==> src/rtl/b_to_f_sched.sv <==
// Sequencer and configuration front-end for the b_to_f frequency calculator.
// Issues one computation per accepted field sample and returns a clamped frequency word.
module b_to_f_sched #(
   parameter logic [31:0] A_DEF    = 32'd937546000,
   parameter logic [31:0] B_DEF    = 32'd867339,
   parameter logic [31:0] C_DEF    = 32'd436224,
   parameter logic [7:0]  K_DEF    = 8'd1,
   parameter int unsigned TIMEOUT  = 64,
   parameter logic [31:0] FREQ_MIN = 32'd0,
   parameter logic [31:0] FREQ_MAX = 32'hFFFF_FFFF
) (
   input  logic        clk_i,
   input  logic        rst_ni,
   input  logic        en_i,
   input  logic [31:0] b_field_i,
   input  logic        b_valid_i,
   input  logic        cfg_wr_i,
   input  logic [2:0]  cfg_addr_i,
   input  logic [31:0] cfg_data_i,
   input  logic        cfg_commit_i,
   input  logic        err_clr_i,
   output logic [31:0] calc_b_field_o,
   output logic [31:0] calc_a_o,
   output logic [31:0] calc_b_o,
   output logic [31:0] calc_c_o,
   output logic [7:0]  calc_k_o,
   output logic        calc_start_o,
   input  logic [31:0] calc_freq_i,
   input  logic        calc_ready_i,
   output logic [31:0] freq_out_o,
   output logic        freq_valid_o,
   output logic        busy_o,
   output logic        timeout_err_o,
   output logic [15:0] overrun_cnt_o
);

   typedef enum logic [1:0] {StIdle, StStart, StWait} state_e;

   state_e      state_q, state_d;
   logic [31:0] wait_cnt_q, wait_cnt_d;
   logic        ready_q;
   logic        pend_q, pend_d;
   logic [31:0] pend_b_q, pend_b_d;
   logic        commit_pend_q, commit_pend_d;
   logic [31:0] sh_a_q, sh_b_q, sh_c_q, sh_a_d, sh_b_d, sh_c_d;
   logic [7:0]  sh_k_q, sh_k_d;
   logic [31:0] act_a_q, act_b_q, act_c_q, act_a_d, act_b_d, act_c_d;
   logic [7:0]  act_k_q, act_k_d;
   logic [31:0] op_bf_q, op_a_q, op_b_q, op_c_q, op_bf_d, op_a_d, op_b_d, op_c_d;
   logic [7:0]  op_k_q, op_k_d;
   logic [31:0] freq_out_q, freq_out_d;
   logic        freq_valid_q, freq_valid_d;
   logic        timeout_err_q, timeout_err_d;
   logic [15:0] ovr_q, ovr_d;

   logic        sample_in, done, expired, timeout_set, ovr_inc, load_op, load_act;
   logic [31:0] op_src, freq_clamped;
   logic [32:0] diff_lo, diff_hi;

   // Unsigned range test via 33-bit borrow so no comparison degenerates at the default limits.
   always_comb begin
      diff_lo = {1'b0, calc_freq_i} - {1'b0, FREQ_MIN};
      diff_hi = {1'b0, FREQ_MAX} - {1'b0, calc_freq_i};
      if (diff_lo[32]) begin
         freq_clamped = FREQ_MIN;
      end else if (diff_hi[32]) begin
         freq_clamped = FREQ_MAX;
      end else begin
         freq_clamped = calc_freq_i;
      end
   end

   always_comb begin
      state_d       = state_q;
      wait_cnt_d    = wait_cnt_q;
      pend_d        = pend_q;
      pend_b_d      = pend_b_q;
      commit_pend_d = commit_pend_q | cfg_commit_i;
      sh_a_d        = sh_a_q;
      sh_b_d        = sh_b_q;
      sh_c_d        = sh_c_q;
      sh_k_d        = sh_k_q;
      act_a_d       = act_a_q;
      act_b_d       = act_b_q;
      act_c_d       = act_c_q;
      act_k_d       = act_k_q;
      op_bf_d       = op_bf_q;
      op_a_d        = op_a_q;
      op_b_d        = op_b_q;
      op_c_d        = op_c_q;
      op_k_d        = op_k_q;
      freq_out_d    = freq_out_q;
      freq_valid_d  = 1'b0;
      timeout_set   = 1'b0;
      load_op       = 1'b0;
      op_src        = b_field_i;
      sample_in     = en_i & b_valid_i;
      done          = calc_ready_i & ~ready_q;
      expired       = (wait_cnt_q == 32'(TIMEOUT - 1));
      ovr_inc       = 1'b0;

      if (cfg_wr_i) begin
         case (cfg_addr_i)
            3'd0:    sh_a_d = cfg_data_i;
            3'd1:    sh_b_d = cfg_data_i;
            3'd2:    sh_c_d = cfg_data_i;
            3'd3:    sh_k_d = cfg_data_i[7:0];
            default: ;
         endcase
      end

      // Only the newest sample is held while a computation is in flight.
      if (state_q != StIdle && sample_in) begin
         pend_d   = 1'b1;
         pend_b_d = b_field_i;
         ovr_inc  = pend_q;
      end

      unique case (state_q)
         StIdle: begin
            if (sample_in) begin
               state_d = StStart;
               load_op = 1'b1;
            end
         end
         StStart: begin
            state_d    = StWait;
            wait_cnt_d = '0;
         end
         StWait: begin
            wait_cnt_d = wait_cnt_q + 32'd1;
            if (done || expired) begin
               if (done) begin
                  freq_out_d   = freq_clamped;
                  freq_valid_d = 1'b1;
               end else begin
                  timeout_set = 1'b1;
               end
               if (pend_d) begin
                  state_d = StStart;
                  load_op = 1'b1;
                  op_src  = pend_b_d;
                  pend_d  = 1'b0;
               end else begin
                  state_d = StIdle;
               end
            end
         end
         default: state_d = StIdle;
      endcase

      load_act = commit_pend_q && (state_q == StIdle || state_d == StStart);
      if (load_act) begin
         act_a_d       = sh_a_q;
         act_b_d       = sh_b_q;
         act_c_d       = sh_c_q;
         act_k_d       = sh_k_q;
         commit_pend_d = cfg_commit_i;
      end

      // Operands follow the next active set so a same-edge commit takes effect.
      if (load_op) begin
         op_bf_d = op_src;
         op_a_d  = act_a_d;
         op_b_d  = act_b_d;
         op_c_d  = act_c_d;
         op_k_d  = act_k_d;
      end

      if (timeout_set) begin
         timeout_err_d = 1'b1;
      end else if (err_clr_i) begin
         timeout_err_d = 1'b0;
      end else begin
         timeout_err_d = timeout_err_q;
      end

      if (ovr_inc) begin
         ovr_d = (ovr_q == 16'hFFFF) ? ovr_q : ovr_q + 16'd1;
      end else if (err_clr_i) begin
         ovr_d = '0;
      end else begin
         ovr_d = ovr_q;
      end
   end

   always_ff @(posedge clk_i or negedge rst_ni) begin
      if (!rst_ni) begin
         state_q       <= StIdle;
         wait_cnt_q    <= '0;
         ready_q       <= 1'b0;
         pend_q        <= 1'b0;
         pend_b_q      <= '0;
         commit_pend_q <= 1'b0;
         sh_a_q        <= A_DEF;
         sh_b_q        <= B_DEF;
         sh_c_q        <= C_DEF;
         sh_k_q        <= K_DEF;
         act_a_q       <= A_DEF;
         act_b_q       <= B_DEF;
         act_c_q       <= C_DEF;
         act_k_q       <= K_DEF;
         op_bf_q       <= '0;
         op_a_q        <= '0;
         op_b_q        <= '0;
         op_c_q        <= '0;
         op_k_q        <= '0;
         freq_out_q    <= '0;
         freq_valid_q  <= 1'b0;
         timeout_err_q <= 1'b0;
         ovr_q         <= '0;
      end else begin
         state_q       <= state_d;
         wait_cnt_q    <= wait_cnt_d;
         ready_q       <= calc_ready_i;
         pend_q        <= pend_d;
         pend_b_q      <= pend_b_d;
         commit_pend_q <= commit_pend_d;
         sh_a_q        <= sh_a_d;
         sh_b_q        <= sh_b_d;
         sh_c_q        <= sh_c_d;
         sh_k_q        <= sh_k_d;
         act_a_q       <= act_a_d;
         act_b_q       <= act_b_d;
         act_c_q       <= act_c_d;
         act_k_q       <= act_k_d;
         op_bf_q       <= op_bf_d;
         op_a_q        <= op_a_d;
         op_b_q        <= op_b_d;
         op_c_q        <= op_c_d;
         op_k_q        <= op_k_d;
         freq_out_q    <= freq_out_d;
         freq_valid_q  <= freq_valid_d;
         timeout_err_q <= timeout_err_d;
         ovr_q         <= ovr_d;
      end
   end

   assign calc_b_field_o = op_bf_q;
   assign calc_a_o       = op_a_q;
   assign calc_b_o       = op_b_q;
   assign calc_c_o       = op_c_q;
   assign calc_k_o       = op_k_q;
   assign calc_start_o   = (state_q == StStart);
   assign freq_out_o     = freq_out_q;
   assign freq_valid_o   = freq_valid_q;
   assign busy_o         = (state_q != StIdle);
   assign timeout_err_o  = timeout_err_q;
   assign overrun_cnt_o  = ovr_q;

endmodule
==> config.mk <==
export PLATFORM = sky130hd
export DESIGN_NAME = b_to_f_sched
export DESIGN_NICKNAME = d
export VERILOG_FILES = /design/src/rtl/b_to_f_sched.sv
export SDC_FILE = /design/constraint.sdc
export NUM_CORES = 1
export LEC_CHECK = 0
export CAP_MARGIN = 20
export CORE_ASPECT_RATIO = 0.75
export CORE_MARGIN = 2
export CORE_UTILIZATION = 50
export DETAILED_ROUTE_END_ITERATION = 12
export PLACE_DENSITY = 0.75
export SYNTH_ARGS = -nofsm -noshare
export SYNTH_HDL_FRONTEND = slang
export SYNTH_SLANG_ARGS = --single-unit
==> constraint.sdc <==
create_clock -name clk_i -period 3.2 [get_ports clk_i]
set_input_delay 0.64 -clock clk_i [delete_from_list [all_inputs] [get_ports clk_i]]
set_output_delay 0.64 -clock clk_i [all_outputs]
set_load 0.03 [all_outputs]
Word-level counts from Yosys, hierarchy flattened
Index checks and enable logic that the tools add are counted.

Add/sub/neg operators: 3. Multipliers: 0. Div/mod/pow operators: 0. Order comparisons: 0. Eq/ne operators: 9. Shift-type cells: 0. Mux-type cells: 34. Bitwise gates (word level): 4. Reductions and logical operators: 16.

Operator list (count): 32-bit two-way mux (8); 32-bit case mux with 2 select lines (1); 16-bit two-way mux (3); 32-bit by 32-bit subtractor with 33-bit output (first input constant) (1); 32-bit by 1-bit adder with 32-bit output (second input constant) (1); 32-bit by 6-bit equality test with 1-bit output (second input constant) (1); 1-bit two-way mux (17); 16-bit by 1-bit adder with 16-bit output (second input constant) (1); 16-bit equality test (second input constant) (1); 2-bit AND reduction (5); 8-bit two-way mux (1); 2-bit nonzero test (4); 3-bit by 2-bit equality test with 1-bit output (second input constant) (2); 2-bit case mux with 3 select lines (1); 2-bit by 1-bit equality test with 1-bit output (second input constant) (2); 2-bit two-way mux (2); 3-bit by 1-bit equality test with 1-bit output (second input constant) (1); 3-bit logical NOT (1); 3-bit AND reduction (1); 1-bit AND (2); 2-bit equality test (second input constant) (1); 1-bit logical AND (2); 2-bit logical NOT (1); 1-bit logical OR (2); 4 further kinds (4).

Register bits after elaboration: 463. Bits in latches: 0. Bits in writable memories: 0. ROM bits: 0. Input bits: 107. Output and inout port bits: 188. Logic and storage cells: 89. Memories kept: 0.

Depth between registers and ports, before layout
Gate-level depths: netlist of run 1.

Word-level depth: 10. Depth in mapped cells: 14. Depth with buffers taken out: 9.

Worst setup path before layout of run 1
Ideal clock, no wire load.

Path type: register -> register. From: reg state_q[0]. To: reg act_a_q[17]. Setup time: 0.127 ns. Arrival time: 2.588 ns. Required time: 3.073 ns. Slack: 0.485 ns. Stages on the path, launching flop included: 15. Path buffers: 5. Period minus slack after synthesis: 2.715 ns. Path through: dfrtp_1 inv_1 ha_1 clkbuf_1 and3b_1 clkbuf_1 o21ai_0 nand2_1 o21ai_2 a211oi_2 o21ai_1 buf_4 buf_6 buf_6 mux2_1.

Word-level cells in the longest chain between the ends: 10. Elaborated cells between the ends (all ways): 14. Those cells by class: 3 x eq/ne; 6 x mux; 5 x reduce/logical.

Ends and longest elaborated chain: from (decl) (RTL line 39) `state_e state_q, state_d;`; from (signal assigned) (RTL line 189) `state_q <= StIdle;`; from (signal assigned) (RTL line 213) `state_q <= state_d;`; 2-bit nonzero test (RTL line 113) `if (state_q != StIdle && sample_in) begin`; 1-bit logical AND (RTL line 113); 1-bit two-way mux (RTL line 113); 1-bit two-way mux (RTL line 139) `if (pend_d) begin`; 2-bit two-way mux (RTL line 132) `if (done || expired) begin`; 2-bit case mux with 3 select lines (RTL line 119) `unique case (state_q)`; 2-bit by 1-bit equality test with 1-bit output (RTL line 152) `load_act = commit_pend_q && (state_q == StIdle || state_d == StStart);`; 1-bit logical OR * (RTL line 152); 1-bit logical AND * (RTL line 152); 32-bit two-way mux * (RTL line 153) `if (load_act) begin`; via act_a_d[17] (RTL line 47) `logic [31:0] act_a_q, act_b_q, act_c_q, act_a_d, act_b_d, act_c_d;`; to (signal assigned) (RTL line 223) `act_a_q <= act_a_d;`; to (decl) (RTL line 47).

Mark *: on every way through the listed nets, which the timed path passes. The rest lies on a longest branch. A chain may end at the register's enable or synchronous reset.

Worst setup path in the final report of run 1
From: reg wait_cnt_q[1]. To: reg act_a_q[17].

Word-level cells in the longest chain between the ends: 8.

Ends and longest elaborated chain: from (decl) (RTL line 40) `logic [31:0] wait_cnt_q, wait_cnt_d;`; from (signal assigned) (RTL line 214) `wait_cnt_q <= wait_cnt_d;`; 32-bit by 6-bit equality test with 1-bit output (RTL line 99) `expired = (wait_cnt_q == 32'(TIMEOUT - 1));`; 1-bit logical OR (RTL line 132); 2-bit two-way mux (RTL line 132); 2-bit case mux with 3 select lines (RTL line 119); 2-bit by 1-bit equality test with 1-bit output (RTL line 152); 1-bit logical OR (RTL line 152); 1-bit logical AND (RTL line 152); 32-bit two-way mux (RTL line 153); via act_a_d[17] (RTL line 47).

The timed path passes the listed nets, and every way through them passes these cells.

==> results of run 1 <==
final timing paths:
path,slack [ns],to,depth (start not counted)
worst max-delay path,0.23,act_a_q[17],12
worst min-delay path,0.11,calc_b_field_o[6],1
worst max register to register,0.23,act_a_q[17],12
worst min register to register,0.50,act_a_q[20],1
max in group asynchronous,2.21,sh_a_q[15],2
min in group clk_i,0.50,act_a_q[20],1
registers in the layout (all words and copies together), names as in the netlist, 8 cells and up:
| register | count |
|---|---|
| freq_out_o | 32 |
| act_a_q | 32 |
| sh_b_q | 32 |
| act_b_q | 32 |
| calc_b_o | 32 |
| calc_b_field_o | 32 |
| calc_c_o | 32 |
| overrun_cnt_o | 16 |
| act_k_q | 8 |
| wait_cnt_q | 32 |
| sh_k_q | 8 |
| act_c_q | 32 |
| sh_a_q | 32 |
| pend_b_q | 32 |
| sh_c_q | 32 |
| calc_k_o | 8 |
| calc_a_o | 32 |
cell usage after synthesis, types with 17 or more instances:
cell,count,area share
nand3_1,24,0.0061
dfrtp_1,403,0.52
nand2_1,273,0.052
clkbuf_1,70,0.013
nor2_1,35,0.0067
dfstp_2,60,0.081
mux2_2,256,0.15
o21ai_0,49,0.013
nand4_1,115,0.037
buf_2,17,0.0044
mux2i_1,34,0.017
o211ai_1,106,0.041
cell families after synthesis:
family	Yosys count	share of synthesized area
and+or+nand+nor	499	0.121
DFF	463	0.597
muxes	306	0.174
AOI/OAI and AO/OA	183	0.0628
buffers and inverters	127	0.0289
xor gates and xnor gates	28	0.0125
adders and majority gates	6	0.00384
final cells by class:
| cell class | instances | area [um^2] |
|---|---|---|
| fillers | 2872 | 13500 |
| flip-flops and latches | 463 | 11700 |
| multi-input cells | 1022 | 7410 |
| repair buffers | 345 | 3620 |
| clock buffers | 69 | 1350 |
| well taps | 512 | 641 |
| clock inverters | 17 | 186 |
| inverters | 13 | 48.8 |
worst max-delay path: stages, from the launching register on:
cell and delay [ns]:
dfrtp_1 0.43, ha_1 0.24, nor4b_1 0.25, nand4_1 0.21, nor4_4 0.24, buf_4 0.20, o41ai_1 0.07, buf_4 0.14
a211oi_2 0.25, o21ai_4 0.14, buf_12 0.18, buf_12 0.16, mux2_1 0.31
power breakdown:
part	switching (mW)	internal [mW]
sequential	1.23	8.24
combinational	5.36	4.30
clock	2.28	3.17
total	8.88	15.7
metrics by stage:
step	cells	hold slack, ns
floorplan	1612	0.344
global placement	2355	0.474
detailed placement	2355	0.483
CTS	2441	0.119
global route	2441	0.146
finish	2441	0.108
timing repair:
item                                    4_1_cts  5_1_grt
resized for setup                             0        1
buffers inserted                              0        0
hold buffers                                  0        0
endpoints found under the setup margin        0       25
layer usage:
layer	share of wire	routed length, um
met5	0	0
met4	0.023	1100
met3	0.057	2710
met2	0.48	23000
met1	0.44	21000
==> metrics, run 1 <==
RSZ-0062 raised after global routing false; core area 38400 um^2; synthesized net count 1725; maximum fanout along the worst path 21; Reg-to-Reg Start wait_cnt_q[1]; register area share after synthesis 0.597; vias in the first global route 14400; max-slew violations 0; Residual DRC 0; Die Width 232 um; final setup skew 0.0217 ns; Synth Area per Inst 12.1 um^2; clk slew on worst S/H paths 0.06 ns; Starting Density 0.509; Critical Path Start wait_cnt_q[1]; # rows 62; Worst VDD drop 662 uV; GR Layer Usage met3 0.0468; initial antenna violation count 0; CTS root buf clkbuf_16; CTS tree yes; fraction of layout cells with a size suffix above 1 0.236; busiest grt layer met2; routed vias/inst 5.70; nature of the critical path startpoint flop; placed inst area 23400 um^2; Die Ht 175 um; area grow syn2layout 27.5%; total wire length 47.8 mm; Mapped Area 19500 um^2; final antenna-violating net count 0; Tmin final 2.97 ns; DIE AREA 40700 um^2; Worst-Margin Slew 0.762 ns; Req. time, crit path 3.64 ns; CP Capture Type flop; first-pass GRT wire length 77.8 mm; worst slack at placement 0.122 ns; worst min-delay path category input port to async pin; post-synthesis cell count 1612; FFs w/ async S/R, synth 1.00; antenna diode count 0; most frequent cells in the layout dfrtp_1 (403), clkdlybuf4s50_1 (293), nand2_1 (272), mux2_2 (256), nand4_1 (115); I/O pin cnt 295; DRT iter0 DRCs 1029; data arrival time of the worst path 3.40 ns; largest net degree at the start of global routing 106; MaxCap Viol Count 0; post-synthesis register bit count 463; period utilization 0.927; Layout Nets 2004; final core occ 0.649; GRT overflow 0; Warnings, synthesis 0; Placer Congestion 0.786; status finished clean; setup violators final 0; Setup TNS 0 ns; Synth cell types 49; H-tree depth 2; Num CTS Buffers 46; Worst-Skew Late Latency 0.57 ns; Post-synth EDFFs 0; Power Total 24.6 mW; Fmax achieved 337 MHz; fin area 24900 um^2; HPWL Detailed 30.3 mm; global-route track usage on met2 0.383; Slew HR 0.492; commonest non-fill, non-tap cell in the layout dfrtp_1; number of port buffers 294; routed len/inst 19.6 um; worst setup margin 0.233 ns; CTS Sinks 463; Top FF cell, synth dfrtp_1; Leak Pwr 10.3 nW; Global Route Usage Sum 0.239; Fin. Hold Viols 0; Pwr Density 987 nW/um^2; crit path kind flop to flop; Via Count 13900; CTS Buffer Depth 3; DR pass1 iterations 5; M1 GR Usage 0.334
Note: power is estimated with default switching activity, not from simulation.
==> run 2, diff against run 1 <==
- CTS_CLUSTER_SIZE: default -> 24
- PLACE_DENSITY: 0.75 -> 0.78
==> metrics, run 2 (synthesized netlist as in run 1, its figures left out) <==
status finished clean; worst hold slack 0.0551 ns; worst r2r dst act_a_q[27]; DR pass1 iterations 5; Fin. Hold Viols 0; HPWL Detailed 30.4 mm; flop2flop setup slack 0.21 ns; Die Ht 175 um; H-tree depth 2; worst setup margin 0.214 ns; Via Count 14000; Fmax achieved 335 MHz; GR Layer Usage met3 0.0524; GRT overflow 0; Num CTS Buffers 46; area grow syn2layout 27.4%; largest net degree at the start of global routing 119; max-slew violations 0; I/O pin cnt 295; commonest non-fill, non-tap cell in the layout dfrtp_1; antenna diode count 0; nature of the critical path startpoint flop; Pwr Density 994 nW/um^2; most frequent cells in the layout dfrtp_1 (403), clkdlybuf4s50_1 (293), nand2_1 (272), mux2_2 (256), nand4_1 (115); CP Capture Type flop; Layout Nets 1997; M1 GR Usage 0.329; Global Route Usage Sum 0.238; worst slack at placement 0.0853 ns; MaxCap Viol Count 0; final setup skew 0.0281 ns; Starting Density 0.509; Slew HR 0.527; Setup TNS 0 ns; busiest grt layer met2; fill count 2844; fraction of layout cells with a size suffix above 1 0.233; Residual DRC 0; Reg-to-Reg Start wait_cnt_q[1]; data arrival time of the worst path 3.41 ns; Power Total 24.7 mW; Leak Pwr 10.3 nW; CTS tree yes; placed inst area 23300 um^2; Die Width 232 um; Placer Congestion 0.788; Tmin final 2.99 ns; total wire length 48.0 mm; CTS root buf clkbuf_16; # rows 62; Req. time, crit path 3.63 ns; Flop pwr share 0.384; DRT iter0 DRCs 1026; final antenna-violating net count 0; core area 38400 um^2; routed len/inst 19.7 um; first-pass GRT wire length 77.8 mm; CTS Sinks 463; clk slew on worst S/H paths 0.06 ns; Pint 15.8 mW; Logic pwr share 0.389; crit path kind flop to flop; RSZ-0062 raised after global routing false; worst min-delay path category input port to async pin; Clock Power Share 0.227; Worst VDD drop 665 uV; maximum fanout along the worst path 31; fin area 24900 um^2; routed vias/inst 5.75; CTS Hold Bufs 0; period utilization 0.933; final non-filler cell total 2432; DIE AREA 40700 um^2; Worst-Skew Late Latency 0.56 ns; number of port buffers 294; Sw Pwr 8.91 mW; vias in the first global route 14300; Worst Reg-to-Reg Cells 12; number of placed instances, taps included 2348; Worst-Margin Slew 0.706 ns; final core occ 0.648; global-route track usage on met2 0.378; initial antenna violation count 0; switching share of total power 0.360; CTS Buffer Depth 3; setup violators final 0
==> run 2: layout make-up <==
class,instances,area (um^2),area share
Sequential cell,463,11700,0.468
Tap cell,512,641,0.0257
Multi-Input combinational cell,1022,7420,0.298
Clock inverter,14,210,0.00844
Clock buffer,70,1350,0.0543
Timing Repair Buffer,338,3570,0.143
Inverter,13,48.8,0.00196
==> run 2: repair_timing <==
item                                    CTS  global route
endpoints found under the setup margin    0            83
buffers inserted                          0             0
gates resized for setup                   0             2
==> run 2: worst max path at each step <==
stage                             start          end  depth (start not counted)
final                     wait_cnt_q[1]  act_a_q[27]                         12
after global routing      wait_cnt_q[1]  act_a_q[17]                         12
after CTS                 wait_cnt_q[1]  act_c_q[23]                         10
after detailed placement      b_valid_i  act_c_q[23]                         11
after global placement        b_valid_i  act_b_q[24]                         11
after floorplan              state_q[0]  act_a_q[17]                         14
==> run 2: routing by layer <==
metal  wire [um]  vias up  part of all wire
li1            -     6301                 -
met1       21000     7198              0.44
met2       22700      406              0.47
met3        2880       89             0.060
met4        1380        0             0.029
met5           0        -                 0
==> run 2: power by group through the flow <==
stage / clock (mW) / combinational (mW) / sequential [mW]
floorplan: 0 / 4.18 / 11.1
global placement: 0 / 9.39 / 9.44
detailed placement: 0 / 9.65 / 9.56
CTS: 5.72 / 9.71 / 9.49
global route: 5.97 / 10.3 / 9.76
finish: 5.61 / 9.64 / 9.50
==> run 2: worst max-delay path: stages, from the launching register on <==
cell,delay [ns]
dfrtp_1,0.43
ha_1,0.26
nor4b_2,0.22
nand4_1,0.20
nor4_4,0.24
buf_4,0.21
o41ai_1,0.10
buf_4,0.15
a211oi_2,0.25
o21ai_4,0.09
buf_12,0.19
buf_12,0.18
mux2_1,0.32
==> run 3, diff against run 2 <==
- SKIP_CTS_REPAIR_TIMING: default -> 1
==> results of run 3 <==
No change in the layout: final DEF, timing and power equal those of run 2.
